===== config.mk =====
export PLATFORM = sky130hd
export DESIGN_NAME = jtag_master
export DESIGN_NICKNAME = d
export VERILOG_FILES = /design/src/rtl/jtag_master.sv
export SDC_FILE = /design/constraint.sdc
export NUM_CORES = 1
export LEC_CHECK = 0
export ABC_AREA = 1
export CAP_MARGIN = 5
export CELL_PAD_IN_SITES_DETAIL_PLACEMENT = 1
export CELL_PAD_IN_SITES_GLOBAL_PLACEMENT = 1
export CORE_MARGIN = 2
export CORE_UTILIZATION = 42
export DETAILED_ROUTE_END_ITERATION = 7
export PLACE_DENSITY = 0.83
export SLEW_MARGIN = 5
export SYNTH_ARGS = -nofsm -noshare
export SYNTH_HDL_FRONTEND = slang
export SYNTH_SLANG_ARGS = --single-unit

===== constraint.sdc =====
create_clock -name clk -period 7.58 [get_ports clk]
set_clock_uncertainty 0.1 [all_clocks]
set_input_delay 1.516 -clock clk [delete_from_list [all_inputs] [get_ports clk]]
set_output_delay 1.516 -clock clk [all_outputs]
set_load 0.02 [all_outputs]

===== src/rtl/jtag_master.sv =====
// JTAG master: issues TAP reset, IR scans and DR scans of up to 32 bits on a
// divided TCK, capturing TDO into data_out.
module jtag_master #(
  parameter int unsigned DIV = 2
) (
  input  logic        clk,
  input  logic        rst,
  input  logic        start,
  input  logic [1:0]  cmd,
  input  logic [5:0]  len,
  input  logic [31:0] data_in,
  output logic        busy,
  output logic        done,
  output logic        err,
  output logic [31:0] data_out,
  output logic        tclk,
  output logic        tms,
  output logic        tdi,
  input  logic        tdo,
  output logic        trst
);

  localparam int unsigned CW = 8;
  localparam int unsigned LW = 6;
  localparam int unsigned DW = 32;
  localparam logic [CW-1:0] PH_LAST = CW'(DIV - 1);
  localparam logic [1:0] CMD_RESET = 2'd0;
  localparam logic [1:0] CMD_IR    = 2'd1;
  localparam logic [1:0] CMD_DR    = 2'd2;

  typedef enum logic [2:0] {
    IDLE,
    RESET_SEQ,
    PRE,
    SHIFT,
    POST,
    FINISH
  } state_e;

  state_e        state_q, state_d;
  logic [CW-1:0] ph_q, ph_d;
  logic [LW-1:0] step_q, step_d;
  logic [LW-1:0] len_q, len_d;
  logic [DW-1:0] data_q, data_d;
  logic [DW-1:0] dout_q, dout_d;
  logic          is_ir_q, is_ir_d;
  logic          tclk_q, tclk_d;
  logic          tms_q, tms_d;
  logic          tdi_q, tdi_d;
  logic          busy_q, busy_d;
  logic          done_q, done_d;
  logic          err_q, err_d;
  logic          trst_q, trst_d;

  logic          tick;
  logic          tck_end;
  logic          running;
  logic          finish;
  logic          bad_scan;
  logic          last_shift;
  logic [LW-1:0] step_inc;
  logic [LW-1:0] pre_last;

  // tick marks the last clk cycle of a TCK half-period
  assign tick       = (ph_q == PH_LAST);
  assign tck_end    = tick & tclk_q;
  assign running    = (state_q == RESET_SEQ) || (state_q == PRE) ||
                      (state_q == SHIFT) || (state_q == POST);
  assign bad_scan   = (cmd != CMD_RESET) &&
                      ((cmd != CMD_IR && cmd != CMD_DR) ||
                       (len == LW'(0)) || (len > LW'(DW)));
  assign step_inc   = step_q + LW'(1);
  assign last_shift = (step_q == (len_q - LW'(1)));
  assign pre_last   = is_ir_q ? LW'(3) : LW'(2);
  assign trst_d     = 1'b1;

  always_comb begin
    state_d = state_q;
    ph_d    = ph_q;
    step_d  = step_q;
    len_d   = len_q;
    data_d  = data_q;
    dout_d  = dout_q;
    is_ir_d = is_ir_q;
    tclk_d  = tclk_q;
    tms_d   = tms_q;
    tdi_d   = tdi_q;
    busy_d  = busy_q;
    done_d  = 1'b0;
    err_d   = 1'b0;
    finish  = 1'b0;

    if (running) begin
      ph_d = tick ? '0 : ph_q + CW'(1);
      if (tick) tclk_d = ~tclk_q;
    end

    // TMS/TDI advance only when a TCK ends, i.e. on the edge driving tclk low
    case (state_q)
      IDLE: begin
        if (start) begin
          len_d   = len;
          data_d  = data_in;
          is_ir_d = (cmd == CMD_IR);
          step_d  = '0;
          ph_d    = '0;
          tclk_d  = 1'b0;
          tdi_d   = 1'b0;
          if (cmd == CMD_RESET) begin
            state_d = RESET_SEQ;
            busy_d  = 1'b1;
            tms_d   = 1'b1;
          end else if (bad_scan) begin
            state_d = FINISH;
            dout_d  = '0;
            done_d  = 1'b1;
            err_d   = 1'b1;
            tms_d   = 1'b0;
          end else begin
            state_d = PRE;
            busy_d  = 1'b1;
            tms_d   = 1'b1;
            dout_d  = '0;
          end
        end
      end
      RESET_SEQ: begin
        if (tck_end) begin
          if (step_q == LW'(5)) begin
            finish = 1'b1;
          end else begin
            step_d = step_inc;
            tms_d  = (step_inc != LW'(5));
          end
        end
      end
      PRE: begin
        if (tck_end) begin
          if (step_q == pre_last) begin
            state_d = SHIFT;
            step_d  = '0;
            tms_d   = (len_q == LW'(1));
            tdi_d   = data_q[0];
          end else begin
            step_d = step_inc;
            tms_d  = is_ir_q && (step_q == LW'(0));
          end
        end
      end
      SHIFT: begin
        if (tck_end) begin
          dout_d[step_q[4:0]] = tdo;
          if (last_shift) begin
            state_d = POST;
            step_d  = '0;
            tms_d   = 1'b1;
            tdi_d   = 1'b0;
          end else begin
            step_d = step_inc;
            tdi_d  = data_q[step_inc[4:0]];
            tms_d  = (step_inc == (len_q - LW'(1)));
          end
        end
      end
      POST: begin
        if (tck_end) begin
          if (step_q == LW'(0)) begin
            step_d = LW'(1);
            tms_d  = 1'b0;
          end else begin
            finish = 1'b1;
          end
        end
      end
      FINISH:  state_d = IDLE;
      default: state_d = IDLE;
    endcase

    if (finish) begin
      state_d = FINISH;
      busy_d  = 1'b0;
      done_d  = 1'b1;
      tms_d   = 1'b0;
      tdi_d   = 1'b0;
      tclk_d  = 1'b0;
    end
  end

  always_ff @(posedge clk or posedge rst) begin
    if (rst) begin
      state_q <= IDLE;
      ph_q    <= '0;
      step_q  <= '0;
      len_q   <= '0;
      data_q  <= '0;
      dout_q  <= '0;
      is_ir_q <= 1'b0;
      tclk_q  <= 1'b0;
      tms_q   <= 1'b1;
      tdi_q   <= 1'b0;
      busy_q  <= 1'b0;
      done_q  <= 1'b0;
      err_q   <= 1'b0;
      trst_q  <= 1'b0;
    end else begin
      state_q <= state_d;
      ph_q    <= ph_d;
      step_q  <= step_d;
      len_q   <= len_d;
      data_q  <= data_d;
      dout_q  <= dout_d;
      is_ir_q <= is_ir_d;
      tclk_q  <= tclk_d;
      tms_q   <= tms_d;
      tdi_q   <= tdi_d;
      busy_q  <= busy_d;
      done_q  <= done_d;
      err_q   <= err_d;
      trst_q  <= trst_d;
    end
  end

  assign busy     = busy_q;
  assign done     = done_q;
  assign err      = err_q;
  assign data_out = dout_q;
  assign tclk     = tclk_q;
  assign tms      = tms_q;
  assign tdi      = tdi_q;
  assign trst     = trst_q;

endmodule


Word level (Yosys, flattened, before mapping)
Index checks and enable logic that the tools add are counted.
{"block": "word_totals", "in_bits": 44, "word_cells": 157, "output_inout_bits": 39, "reg_bits": 95}
{"block": "classes", "order_cmp": 4, "add_sub_neg": 3, "muxes": 73, "eq_ne": 33, "reduce_logical": 28, "n_bitwise": 2}
{"operator": "2-to-1 mux 32 bit", "count": 3}
{"operator": "one-hot mux 32 bit (2 select lines)", "count": 1}
{"operator": "2-to-1 mux 6 bit", "count": 9}
{"operator": "2-to-1 mux 1 bit", "count": 40}
{"operator": "bitwise mux 32 bit", "count": 1}
{"operator": "2-to-1 mux 8 bit", "count": 4}
{"operator": "one-hot mux 6 bit (5 select lines)", "count": 1}
{"operator": "2-to-1 mux 3 bit", "count": 8}
{"operator": "inequality test 3 bit, second input constant", "count": 7}
{"operator": "inequality test 2 bit, second input constant", "count": 8}
{"operator": "AND reduction 8 bit", "count": 2}
{"operator": "equality test 6 bit", "count": 2}
{"operator": "logical NOT 6 bit", "count": 2}
{"operator": "less-than comparator 5 x 6 -> 1 bit, second input constant", "count": 2}
{"operator": "one-hot mux 3 bit (4 select lines)", "count": 1}
{"operator": "inequality test 3 x 2 -> 1 bit, second input constant", "count": 3}
{"operator": "adder 8 x 1 -> 8 bit, second input constant", "count": 1}
{"operator": "equality test 8 x 1 -> 1 bit, second input constant", "count": 1}
{"operator": "nonzero test 2 bit", "count": 4}
{"operator": "adder 6 x 1 -> 6 bit, second input constant", "count": 1}
{"operator": "equality test 3 x 2 -> 1 bit, second input constant", "count": 2}
{"operator": "equality test 6 x 1 -> 1 bit, second input constant", "count": 1}
{"operator": "equality test 6 x 2 -> 1 bit", "count": 1}
{"operator": "equality test 6 x 3 -> 1 bit, second input constant", "count": 1}
{"operator": "other kinds (28)", "count": 37}

Depth between registers and ports, before layout
{"block": "depth", "word_depth": 10, "mapped_depth": 16, "depth_no_buf": 15}

Worst setup path before layout
No wires, ideal clock.
{"block": "synth_timing", "kind": "input -> register", "startpoint": "input port cmd[0]", "endpoint": "register dout_q[4], in the netlist data_out[4]", "setup_time_ps": 130, "t_arrival_ps": 2526, "t_required_ps": 7350, "path_buffers": 1, "slack_ps": 4825, "stages": 9, "cell_sequence": "inv_1 > ha_1 > o21ai_4 > nand3_4 > clkinv_2 > buf_2 > nand2_1 > nand2_1 > o31ai_2"}
{"block": "synth_via", "elab_chain_len": 3}
{"element": "start, declared", "line_no": "9", "text": "input logic [1:0] cmd,"}
{"element": "logical NOT 2 bit", "line_no": "109", "text": "if (cmd == CMD_RESET) begin"}
{"element": "inequality test 2 bit (no source line)"}
{"element": "AND reduction 4 bit (no source line)"}
{"element": "end signal, assigned", "line_no": "211", "text": "dout_q <= dout_d;"}
{"element": "end, declared", "line_no": "45", "text": "logic [DW-1:0] dout_q, dout_d;"}
Every way passes these cells.
A chain may end at the register's enable or synchronous reset.

Worst setup path in the final report
{"block": "layout_timing", "startpoint": "input port cmd[0]", "endpoint": "register dout_q[19], in the netlist data_out[19]"}
The elaborated chain is that of the path after synthesis.

==> run_results.csv <==
group,metric,value,unit
timing,worst_pin_slew,0.862,ns
pwr,total_power,2.42,mW
synthesis,synth_cells,740,
setup_path,crit_required,7.73,ns
setup_path,path_buf_inv,3,
setup_path,cp_slowest_cell,"clkdlybuf4s50_1",
global_route,grt-ovfl-total,0,
routing,dr.first_iter.drc_count,220,
cells_and_area,syn2layout_area_growth,22.4,%
routing,vias,5129,
setup_path,crit_type,"in -> reg",
place,place_ws,3.60,ns
synthesis,synth_seq_cells,95,
setup_path,critPathArrivalTime,3.76,ns
status,outcome,"complete, no violations",
clock_network,htreeDepth,3,
routing,first_pass_iters,4,
synthesis,yosysTopAreaCell,"dfrtp_1",
die,start_util,42.9,%
place,hpwl,11.4,mm
setup_path,cpMostUsedCell,"nand3_4",
global_route,grt_usage,23.3,%
die,dieArea,13800,µm²
setup_path,rrSetupSlack,4.49,ns
setup_path,regToRegStartpoint,"state_q[2]",
cells_and_area,antenna_cells,0,
setup_path,slowest_delay,0.48,ns
timing,rsz0062_at_grt,"false",
clock_network,ctsHoldBuffers,0,
cells_and_area,regArea,2380,µm²
worst_hold_path,min_from,"tms",
worst_hold_path,hold_path_depth,2,
synthesis,netlist_area,5410,µm²
setup_path,crit_path_cell_trace,"clkdlybuf4s50_1 -> inv_1 -> ha_1 -> o21ai_4 -> nand3_4 -> clkinv_2 -> nand3_4 -> o31ai_1",
run,drv_cap,0,
timing,post-route-period-util,47.7,%
cells_and_area,multiInputGateArea,2640,µm²
clock_network,root_buffer,"clkbuf_16",
cells_and_area,drive_gt1_share,6.24,%
die,rows,41,
global_route,antenna_found_initial,0,
timing,fmax,0.277,GHz
routing,totalWireLength,15.3,mm
place,portBuffers,82,
timing,worst_slack,3.97,ns
timing,fin_setup_tns,0,ns
clock_network,cts.clk_slew.worst_paths,0.07,ns
timing,hold_viol,0,
clock_network,worstSkewPairLatency,0.36,ns
pwr,ir_drop,0.146,mV
pwr,p_leak,3.15,nW
timing,slew_viol_final,0,
pwr,powerDensity,365,nW/µm²
global_route,grt_pass1_wl,26.4,mm
die,core_area,12600,µm²
die,die_w,118,µm
setup_path,cp-startpoint,"cmd[0]",
setup_path,critPathTopFamily,"buffers and inverters",
setup_path,endpoint_kind,"register",
global_route,grt_pass1_vias,5459,
synthesis,synth_area_per_cell,7.31,µm²
routing,drc,0,
clock_network,cts_made_buffers,9,
die,die_h,118,µm
global_route,grt_max_degree,50,
synthesis,yosysSeqAreaShare,43.9,%
clock_network,cts_sinks,95,
worst_hold_path,hp-class,"reg -> reg",
worst_hold_path,whs_endpoint,"tms",
synthesis,synth_top_area_share,43.5,%
routing,ant_nets,0,
place,place.gp.congestion,0.854,
timing,min_period,3.61,ns
setup_path,timing.rr.end,"data_out[19]",
synthesis,ys_warn_count,0,
timing,relSlewSlack,42.5,%
clock_network,cts_tree,"built",
routing,detail_route.vias_per_cell,5.19,
clock_network,ctsResizeCount,0,
synthesis,synthDistinctLibCells,43,
synthesis,synth_area_leaders,"dfrtp_1 43%, nand2_1 20%, nand3_1 5.1%",
setup_path,ff2ff_path_depth,9,
timing,setup_viol,0,
die,io_pins,83,
clock_network,post_cts_buffers,0,
setup_path,worst_setup_path_start_kind,"input port",
cells_and_area,final_nets,868,
clock_network,clk_path_buf_depth,2,
cells_and_area,fillers,1629,
synthesis,synth_fp_nets,796,
setup_path,critPathMaxFanout,31,
routing,wl_per_cell,15.5,µm
-- layout make-up --
cell class                 count  share of cell area, %
clock buffer                  13                   3.93
clock inverter                 3                  0.264
inverter                      71                   4.06
multi-input combinational    550                   39.9
sequential                    95                   35.9
tap                          172                   3.25
timing repair buffer          85                   12.7
-- flip-flops by register name, summed over array words and instances (netlist names) --
signal and cells:
busy 1, data_out 32, data_q 32, done 1, err 1, is_ir_q 1, len_q 6, ph_q 8
state_q 3, step_q 6, tclk 1, tdi 1, tms 1, trst 1
-- power by group --
group	switching (mW)	total (mW)	leakage, nW	internal (mW)
Sequential	0.112	0.768	1.24	0.656
Combinational	0.818	1.22	1.77	0.397
Clock	0.196	0.436	0.136	0.239
Total	1.13	2.42	3.15	1.29
-- kinds of logic after synthesis --
logic type	share of synthesized area [%]
flip-flops	43.9
buffers and inverters	7.24
adder cells (fa/ha/maj)	2.77
other	0.0693
XOR/XNOR	0.809
AND/OR/NAND/NOR	32.8
AO/OA/AOI/OAI	12.3
-- layout by cell type, fill, tap and decap left out, drive strengths merged, types with 3 or more instances in the layout --
cell	instances
nor3	6
a21oi	25
o22ai	10
nor2	57
clkinv	6
o31ai	21
clkdlybuf4s50	82
nand2	292
o21ai	48
nand3	59
clkbuf	13
xor2	4
ha	12
dfrtp	94
inv	67
buf	3
nand4	4
-- per-layer routing --
metal / GRT usage (%) / share of wire, %
met1: 29.1 / 45
met2: 40.8 / 50
met3: 3.15 / 3.0
met4: 9.34 / 2.0
met5: 0 / 0
-- synthesized netlist by cell type, drive strengths merged --
| cell | count |
|---|---|
| nand3 | 59 |
| a21oi | 25 |
| o21bai | 1 |
| a2bb2oi | 1 |
| dfstp | 1 |
| and2 | 1 |
| o21a | 1 |
| a211oi | 1 |
| clkinv | 3 |
| dfrtp | 94 |
| buf | 12 |
| nor3 | 6 |
| inv | 68 |
| xor2 | 4 |
| nand2 | 292 |
| o31ai | 21 |
| or2 | 1 |
| nor2 | 57 |
| clkbuf | 12 |
| ha | 12 |
| o2111ai | 1 |
| o22ai | 10 |
| nand4 | 4 |
| conb | 1 |
| nor4 | 1 |
| o211ai | 1 |
| xnor2 | 1 |
| nor3b | 1 |
| o21ai | 48 |
-- tightest hold or removal path: stages, from the launching register on --
cell     delay (ns)
dfstp_2        0.37
nand2_1        0.05
nand2_1        0.05
-- worst max path at each step --
stage / cells after the start / slack, ns / endpoint
2_1_floorplan: 1 / 3.49 / busy
3_3_place_gp: 8 / 3.77 / data_out[8]
3_5_place_dp: 8 / 3.60 / data_out[8]
4_1_cts: 8 / 3.96 / data_out[8]
5_1_grt: 8 / 3.77 / data_out[19]
6_report: 8 / 3.97 / data_out[19]
-- stage by stage --
step / utilization [%] / hold slack (ns) / instances / cell area (µm²)
after global placement: 50.3 / 0.355 / 973 / 6350
after detailed placement: 50.3 / 0.361 / 973 / 6350
final: 52.5 / 0.367 / 989 / 6630
after global routing: 52.5 / 0.401 / 989 / 6630
after CTS: 52.5 / 0.371 / 989 / 6630
after floorplan: - / 0.340 / 740 / 5410
No activity file was read; power rests on OpenSTA's default activity.
